File: src/rtl/cpu_pkg.sv
// Shared CPU definitions: data width, default NOP encoding, fetch FSM states.
// Also holds the sequential-PC helper used by the fetch stage.
package cpu_pkg;

    localparam int XLEN = 32;

    // addi x0,x0,0
    localparam logic [XLEN-1:0] NOP_INSN_DEFAULT = 32'h0000_0013;

    typedef enum logic [1:0] {
        ST_REQ  = 2'd0,
        ST_RESP = 2'd1,
        ST_HOLD = 2'd2
    } fetch_state_e;

    function automatic logic [XLEN-1:0] seq_pc(input logic [XLEN-1:0] pc);
        return pc + 32'd4;
    endfunction

endpackage

File: src/rtl/if_hold_buffer.sv
// One-entry parking slot for a fetched word that arrived while downstream stalled.
// Load sets full; drain or clear empties it; clear wins over load.
module if_hold_buffer
    import cpu_pkg::*;
(
    input  logic            clk,
    input  logic            rst,
    input  logic            i_load,
    input  logic            i_drain,
    input  logic            i_clear,
    input  logic [XLEN-1:0] i_insn,
    input  logic [XLEN-1:0] i_pc,
    output logic [XLEN-1:0] o_insn,
    output logic [XLEN-1:0] o_pc,
    output logic            o_full
);

    logic [XLEN-1:0] r_insn;
    logic [XLEN-1:0] r_pc;
    logic            r_full;

    always_ff @(posedge clk or posedge rst) begin
        if (rst) begin
            r_insn <= '0;
            r_pc   <= '0;
            r_full <= 1'b0;
        end else if (i_clear) begin
            r_insn <= '0;
            r_pc   <= '0;
            r_full <= 1'b0;
        end else if (i_load) begin
            r_insn <= i_insn;
            r_pc   <= i_pc;
            r_full <= 1'b1;
        end else if (i_drain) begin
            r_full <= 1'b0;
        end
    end

    assign o_insn = r_insn;
    assign o_pc   = r_pc;
    assign o_full = r_full;

endmodule

File: src/rtl/if_fetch_unit.sv
// Instruction fetch: owns the PC, one outstanding imem request, loads IF/ID outputs.
// Optional perf counters (perf_fetched, perf_stall_cycles) under `define IF_PERF_CNT_EN.
module if_fetch_unit
    import cpu_pkg::*;
#(
    parameter logic [XLEN-1:0] RESET_PC = 32'h0000_0000,
    parameter logic [XLEN-1:0] NOP_INSN = NOP_INSN_DEFAULT
) (
    input  logic            clk,
    input  logic            rst,
    input  logic            stall,
    input  logic            redirect,
    input  logic [XLEN-1:0] redirect_pc,
    output logic            imem_req,
    output logic [XLEN-1:0] imem_addr,
    input  logic            imem_gnt,
    input  logic            imem_rvalid,
    input  logic [XLEN-1:0] imem_rdata,
    output logic [XLEN-1:0] instruction_out,
    output logic [XLEN-1:0] pc_out,
    output logic            valid_out
`ifdef IF_PERF_CNT_EN
    ,
    output logic [31:0]     perf_fetched,
    output logic [31:0]     perf_stall_cycles
`endif
);

    fetch_state_e    r_state;
    fetch_state_e    w_state_nxt;
    logic [XLEN-1:0] r_pc;
    logic [XLEN-1:0] w_pc_nxt;
    logic [XLEN-1:0] r_req_pc;
    logic [XLEN-1:0] w_req_pc_nxt;
    logic            r_kill;
    logic            w_kill_nxt;

    logic [XLEN-1:0] r_insn_out;
    logic [XLEN-1:0] r_pc_out;
    logic            r_valid_out;

    logic            w_load;
    logic [XLEN-1:0] w_ld_insn;
    logic [XLEN-1:0] w_ld_pc;
    logic            w_hold_load;
    logic            w_hold_drain;
    logic            w_hold_clear;
    logic [XLEN-1:0] w_hold_insn;
    logic [XLEN-1:0] w_hold_pc;
    logic            w_hold_full;
    logic [XLEN-1:0] w_redirect_pc_al;

    assign w_redirect_pc_al = redirect_pc & ~32'd3;

    if_hold_buffer u_hold (
        .clk     (clk),
        .rst     (rst),
        .i_load  (w_hold_load),
        .i_drain (w_hold_drain),
        .i_clear (w_hold_clear),
        .i_insn  (imem_rdata),
        .i_pc    (r_req_pc),
        .o_insn  (w_hold_insn),
        .o_pc    (w_hold_pc),
        .o_full  (w_hold_full)
    );

    always_ff @(posedge clk or posedge rst) begin
        if (rst) begin
            r_state  <= ST_REQ;
            r_pc     <= RESET_PC;
            r_req_pc <= '0;
            r_kill   <= 1'b0;
        end else begin
            r_state  <= w_state_nxt;
            r_pc     <= w_pc_nxt;
            r_req_pc <= w_req_pc_nxt;
            r_kill   <= w_kill_nxt;
        end
    end

    always_comb begin
        w_state_nxt  = r_state;
        w_pc_nxt     = r_pc;
        w_req_pc_nxt = r_req_pc;
        w_kill_nxt   = r_kill;
        w_load       = 1'b0;
        w_ld_insn    = imem_rdata;
        w_ld_pc      = r_req_pc;
        w_hold_load  = 1'b0;
        w_hold_drain = 1'b0;
        w_hold_clear = 1'b0;

        case (r_state)
            ST_REQ: begin
                if (imem_gnt) begin
                    w_state_nxt  = ST_RESP;
                    w_req_pc_nxt = r_pc;
                    // A grant racing a redirect still owes us a response; poison it.
                    if (redirect) begin
                        w_kill_nxt = 1'b1;
                    end
                end
            end
            ST_RESP: begin
                if (imem_rvalid) begin
                    w_state_nxt = ST_REQ;
                    w_kill_nxt  = 1'b0;
                    if (!r_kill && !redirect) begin
                        if (stall) begin
                            w_hold_load = 1'b1;
                            w_state_nxt = ST_HOLD;
                        end else begin
                            w_load   = 1'b1;
                            w_pc_nxt = seq_pc(r_req_pc);
                        end
                    end
                end else if (redirect) begin
                    w_kill_nxt = 1'b1;
                end
            end
            ST_HOLD: begin
                if (redirect) begin
                    w_hold_clear = 1'b1;
                    w_state_nxt  = ST_REQ;
                end else if (!stall && w_hold_full) begin
                    w_hold_drain = 1'b1;
                    w_load       = 1'b1;
                    w_ld_insn    = w_hold_insn;
                    w_ld_pc      = w_hold_pc;
                    w_pc_nxt     = seq_pc(w_hold_pc);
                    w_state_nxt  = ST_REQ;
                end
            end
            default: begin
                w_state_nxt = ST_REQ;
            end
        endcase

        if (redirect) begin
            w_pc_nxt = w_redirect_pc_al;
            w_load   = 1'b0;
        end
    end

    // Redirect squashes, a load fills, stall freezes, otherwise a bubble.
    always_ff @(posedge clk or posedge rst) begin
        if (rst) begin
            r_insn_out  <= NOP_INSN;
            r_pc_out    <= '0;
            r_valid_out <= 1'b0;
        end else if (redirect) begin
            r_insn_out  <= NOP_INSN;
            r_valid_out <= 1'b0;
        end else if (w_load) begin
            r_insn_out  <= w_ld_insn;
            r_pc_out    <= w_ld_pc;
            r_valid_out <= 1'b1;
        end else if (!stall) begin
            r_insn_out  <= NOP_INSN;
            r_valid_out <= 1'b0;
        end
    end

    assign imem_req        = (r_state == ST_REQ);
    assign imem_addr       = r_pc;
    assign instruction_out = r_insn_out;
    assign pc_out          = r_pc_out;
    assign valid_out       = r_valid_out;

`ifdef IF_PERF_CNT_EN
    logic [31:0] r_perf_fetched;
    logic [31:0] r_perf_stall_cycles;

    always_ff @(posedge clk or posedge rst) begin
        if (rst) begin
            r_perf_fetched      <= '0;
            r_perf_stall_cycles <= '0;
        end else begin
            if (w_load) begin
                r_perf_fetched <= r_perf_fetched + 32'd1;
            end
            if (stall && r_valid_out) begin
                r_perf_stall_cycles <= r_perf_stall_cycles + 32'd1;
            end
        end
    end

    assign perf_fetched      = r_perf_fetched;
    assign perf_stall_cycles = r_perf_stall_cycles;
`endif

endmodule
File: config.mk
export PLATFORM = sky130hd
export DESIGN_NAME = if_fetch_unit
export DESIGN_NICKNAME = d
export VERILOG_FILES = /design/src/rtl/cpu_pkg.sv /design/src/rtl/if_hold_buffer.sv /design/src/rtl/if_fetch_unit.sv
export SDC_FILE = /design/constraint.sdc
export NUM_CORES = 1
export LEC_CHECK = 0
export BUFFER_PORTS_ARGS = -buffer_cell sky130_fd_sc_hd__buf_2
export CAP_MARGIN = 40
export CORE_MARGIN = 5
export CORE_UTILIZATION = 51
export DETAILED_ROUTE_END_ITERATION = 10
export PLACE_DENSITY = 0.75
export SLEW_MARGIN = 5
export SYNTH_ARGS = -nofsm -noshare
export SYNTH_HDL_FRONTEND = slang
export SYNTH_HIERARCHICAL = 1
export SYNTH_SLANG_ARGS = --single-unit
File: constraint.sdc
create_clock -name clk -period 4.3 [get_ports clk]
set_input_delay 0.86 -clock clk [delete_from_list [all_inputs] [get_ports clk]]
set_output_delay 0.86 -clock clk [all_outputs]
set_load 0.02 [all_outputs]
==> results summary <==
The final hold violation count is 0. The count of standard-cell rows is 50. The leakage component of the power came out at 5.58 nW. The initial core utilization came out at 51.9%. The clock sink count is 197. The CTS tree is built.

The setup slack of the critical path after layout is 0.938 ns. After the first detailed-routing iteration, the DRC count stood at 494. Setup repair after global routing left no endpoint under its margin. The average footprint of a synthesized cell is 10.6 um2. The flip-flop and latch count after synthesis came out at 197.

The die is 148 um tall. The deepest clock path buffer count is 2. The smallest hold slack is 0.431 ns. The fraction of the mapped netlist area in simple logic gates came out at 13.2%. Counting I/O delays and the setup requirement, the final critical path takes 3.36 ns. The average wire per standard cell came out at 17.7 um. The worst setup path is of the reg -> reg kind. The via count came out at 7248. The count of pins over their slew limit came out at 0. The net count after synthesis came out at 989. The die covers 0.0219 mm2. The number of vias per cell after detailed routing is 5.55. The multiplexer area fraction after synthesis came out at 20.4%.

The final sum of negative setup slack is 0 ns. The worst setup path is captured at a flop. The share of flip-flops with an asynchronous set or reset is 100%.

Along the worst path, the maximum fanout reaches 29. The iteration count of the initial detailed-routing pass is 5. The pin count of the biggest net entering global routing came out at 69. After the last flow step, the layout net total stands at 1134. The share of synthesized area occupied by flip-flops and latches came out at 50.8%. The number of different library cells used by synthesis comes to 58. The core area came out at 0.0187 mm2. Data on the critical path is required at its endpoint by 4.59 ns. The total power density per cell area came out at 616 mW/mm2. The number of maximum-capacitance violations is 0. The gate count after technology mapping is 915. In this run the clock root is driven by a sky130_fd_sc_hd__clkbuf_16. By area, the combinational part of the netlist is dominated by multiplexers. After detailed routing, the number of remaining DRC violations is 0. The number of I/O pins came out at 168.

The final estimated routing congestion in global placement came out at 0.844. STA puts the critical path data arrival time at 3.65 ns. Port buffering added 165 buffers. The setup-violating endpoint count in the final report came out at 0. The worst hold path class is in -> async.

The wire length of the first global-routing pass came out at 38300 um. After clock tree synthesis, the clock-pin slew on the worst setup and hold paths is 0.07 ns. The most used flip-flop cell after synthesis is sky130_fd_sc_hd__dfrtp_1.

The adder and majority gate portion of the synthesized area is 0.515%. The number of global-route vias before repair came to 7342. In the final layout, the share of cells above drive strength 1 is 25.7%. The slew at the pin with the worst max-slew slack came out at 0.782 ns. The number of gates resized after CTS is 0. The routed wire length is 23100 um. Counting flops with a built-in enable in the synthesized netlist gives 0. The number of setup buffers added after CTS is 0. During synthesis, Yosys emitted a total of 6 warnings. The clock latency of the later-clocked register in the worst-skew pair is 0.43 ns. The floorplan die width is 148 um. The run finished with clean final reports.

The combined global-route utilization of all metal layers came out at 21.7%. Relative to the synthesized area, the layout overhead comes to 16.6%. The maximum resistive drop on vdd is 0.000298 V. In the finished design, the share of the clock period the worst path needs comes to 78.2%. The count of nets left with antenna violations once routing finished came out at 0. The TritonCTS buffer count is 17.

The half-perimeter wire length after placement is 15700 um. The xor/xnor share of the synthesized area is 2.16%. The setup slack at placement is 0.955 ns. The number of antenna violations at the first check in global routing is 1. The final worst clock skew is 0.00706 ns.

The worst-case headroom to the max-slew limit came out at 47.7%. Timing would allow up to 0.297 GHz. The residual overflow from global routing came out at 0. STA classifies the critical path startpoint as a flop.

The synthesized netlist occupies a cell area of 0.00972 mm2. Summing the areas of all compound-gate instances in the mapped netlist gives 9.10% of the synthesized area. The H-tree was split into 4 levels. The number of buffers added to fix hold violations after cts is 0.
==> where the power goes <==
part	internal, W	switching (W)
registers	0.00248	0.000580
clock network	0.000920	0.000713
logic	0.000969	0.00131
total	0.00437	0.00260
==> sequential cells by signal, summed over array words and instances (netlist names) <==
name / count
u_hold/o_full: 1
u_hold/o_pc: 32
valid_out: 1
u_hold/o_insn: 32
imem_addr: 32
instruction_out: 32
pc_out: 32
r_req_pc: 32
r_state: 2
r_kill: 1
==> cell type report <==
type | count | area (um2)
Fill cell | 1603 | 7380
Sequential cell | 197 | 4930
Multi-Input combinational cell | 648 | 4440
Timing Repair Buffer | 185 | 1010
Clock buffer | 17 | 425
Tap cell | 234 | 293
Clock inverter | 14 | 175
Inverter | 11 | 45.0
Antenna cell | 1 | 2.50
==> synthesized netlist by cell type, types with 10 or more instances <==
cell                         n  area share, %
sky130_fd_sc_hd__buf_1      16           0.62
sky130_fd_sc_hd__a21oi_1    37            1.9
sky130_fd_sc_hd__xor2_1     12            1.1
sky130_fd_sc_hd__clkbuf_1   28            1.1
sky130_fd_sc_hd__nand3_1    16           0.82
sky130_fd_sc_hd__mux2_2     41            4.8
sky130_fd_sc_hd__inv_1      10           0.39
sky130_fd_sc_hd__dfrtp_1   194             50
sky130_fd_sc_hd__xnor2_1    12            1.1
sky130_fd_sc_hd__o21ai_0    79            4.1
sky130_fd_sc_hd__mux2i_1   152             16
sky130_fd_sc_hd__nand2_1   103            4.0
sky130_fd_sc_hd__nor2_1     95            3.7
==> stage by stage <==
step / instances / total power, W / area [um2] / utilization [%]
6_report: 1307 / 0.00697 / 11300 / 60.5
4_1_cts: 1306 / 0.00702 / 11300 / 60.5
2_1_floorplan: 915 / 0.00461 / 9720 / -
3_3_place_gp: 1272 / 0.00527 / 10700 / 57.1
5_1_grt: 1307 / 0.00744 / 11300 / 60.5
3_5_place_dp: 1275 / 0.00536 / 10700 / 57.3
==> cells by family (layout without fill, tap and decap cells) <==
family                     count (synthesis)  after routing
AOI/OAI and AO/OA                        152            152
xor gates and xnor gates                  24             24
adders and majority gates                  4              4
buffers and inverters                     70            227
DFF                                      197            197
muxes                                    193            193
other                                      0              1
and+or+nand+nor                          275            275
==> final timing paths <==
path,start,end,slack [ns],cells after the start
max,r_state[0],imem_addr[19],0.94,9
max in group asynchronous,rst,u_hold/o_pc[22],2.81,3
min in group clk,instruction_out[28],instruction_out[28],0.47,2
min,rst,instruction_out[19],0.43,2
min reg2reg,instruction_out[28],instruction_out[28],0.47,2
max reg2reg,r_state[0],imem_addr[19],0.94,9
==> routing by layer <==
layer	global-route usage (%)	vias up	wire length (um)
li1	-	3520	-
met1	28.6	3502	10400
met2	36.2	184	11200
met3	4.08	42	996
met4	7.48	0	529
met5	0	-	0
==> cells in the final DEF (no fill, tap or decap), drive strengths merged, types with 4 or more instances in the layout <==
cell,count
a22oi,4
mux2,41
mux2i,152
a21oi,37
nor3b,6
nand2b,8
nand4,5
dfrtp,194
o21ai,79
clkbuf,17
nand3,16
nor2,95
clkinvlp,4
inv,15
ha,4
nor3,5
nor2b,8
a211oi,6
nand2,103
nand3b,9
nor4,4
xnor2,12
buf,185
nor4b,4
o221ai,5
xor2,12
==> critical path: stages, from the launching register on <==
cell and delay [ns]:
sky130_fd_sc_hd__dfrtp_1 0.37, sky130_fd_sc_hd__inv_1 0.07, sky130_fd_sc_hd__ha_2 0.33, sky130_fd_sc_hd__buf_4 0.30, sky130_fd_sc_hd__nand3b_4 0.19, sky130_fd_sc_hd__a222oi_1 0.66, sky130_fd_sc_hd__nand4_2 0.44, sky130_fd_sc_hd__or4_1 0.64
sky130_fd_sc_hd__xnor2_1 0.15, sky130_fd_sc_hd__a21oi_1 0.08
Power figures use the tool's default switching activity.
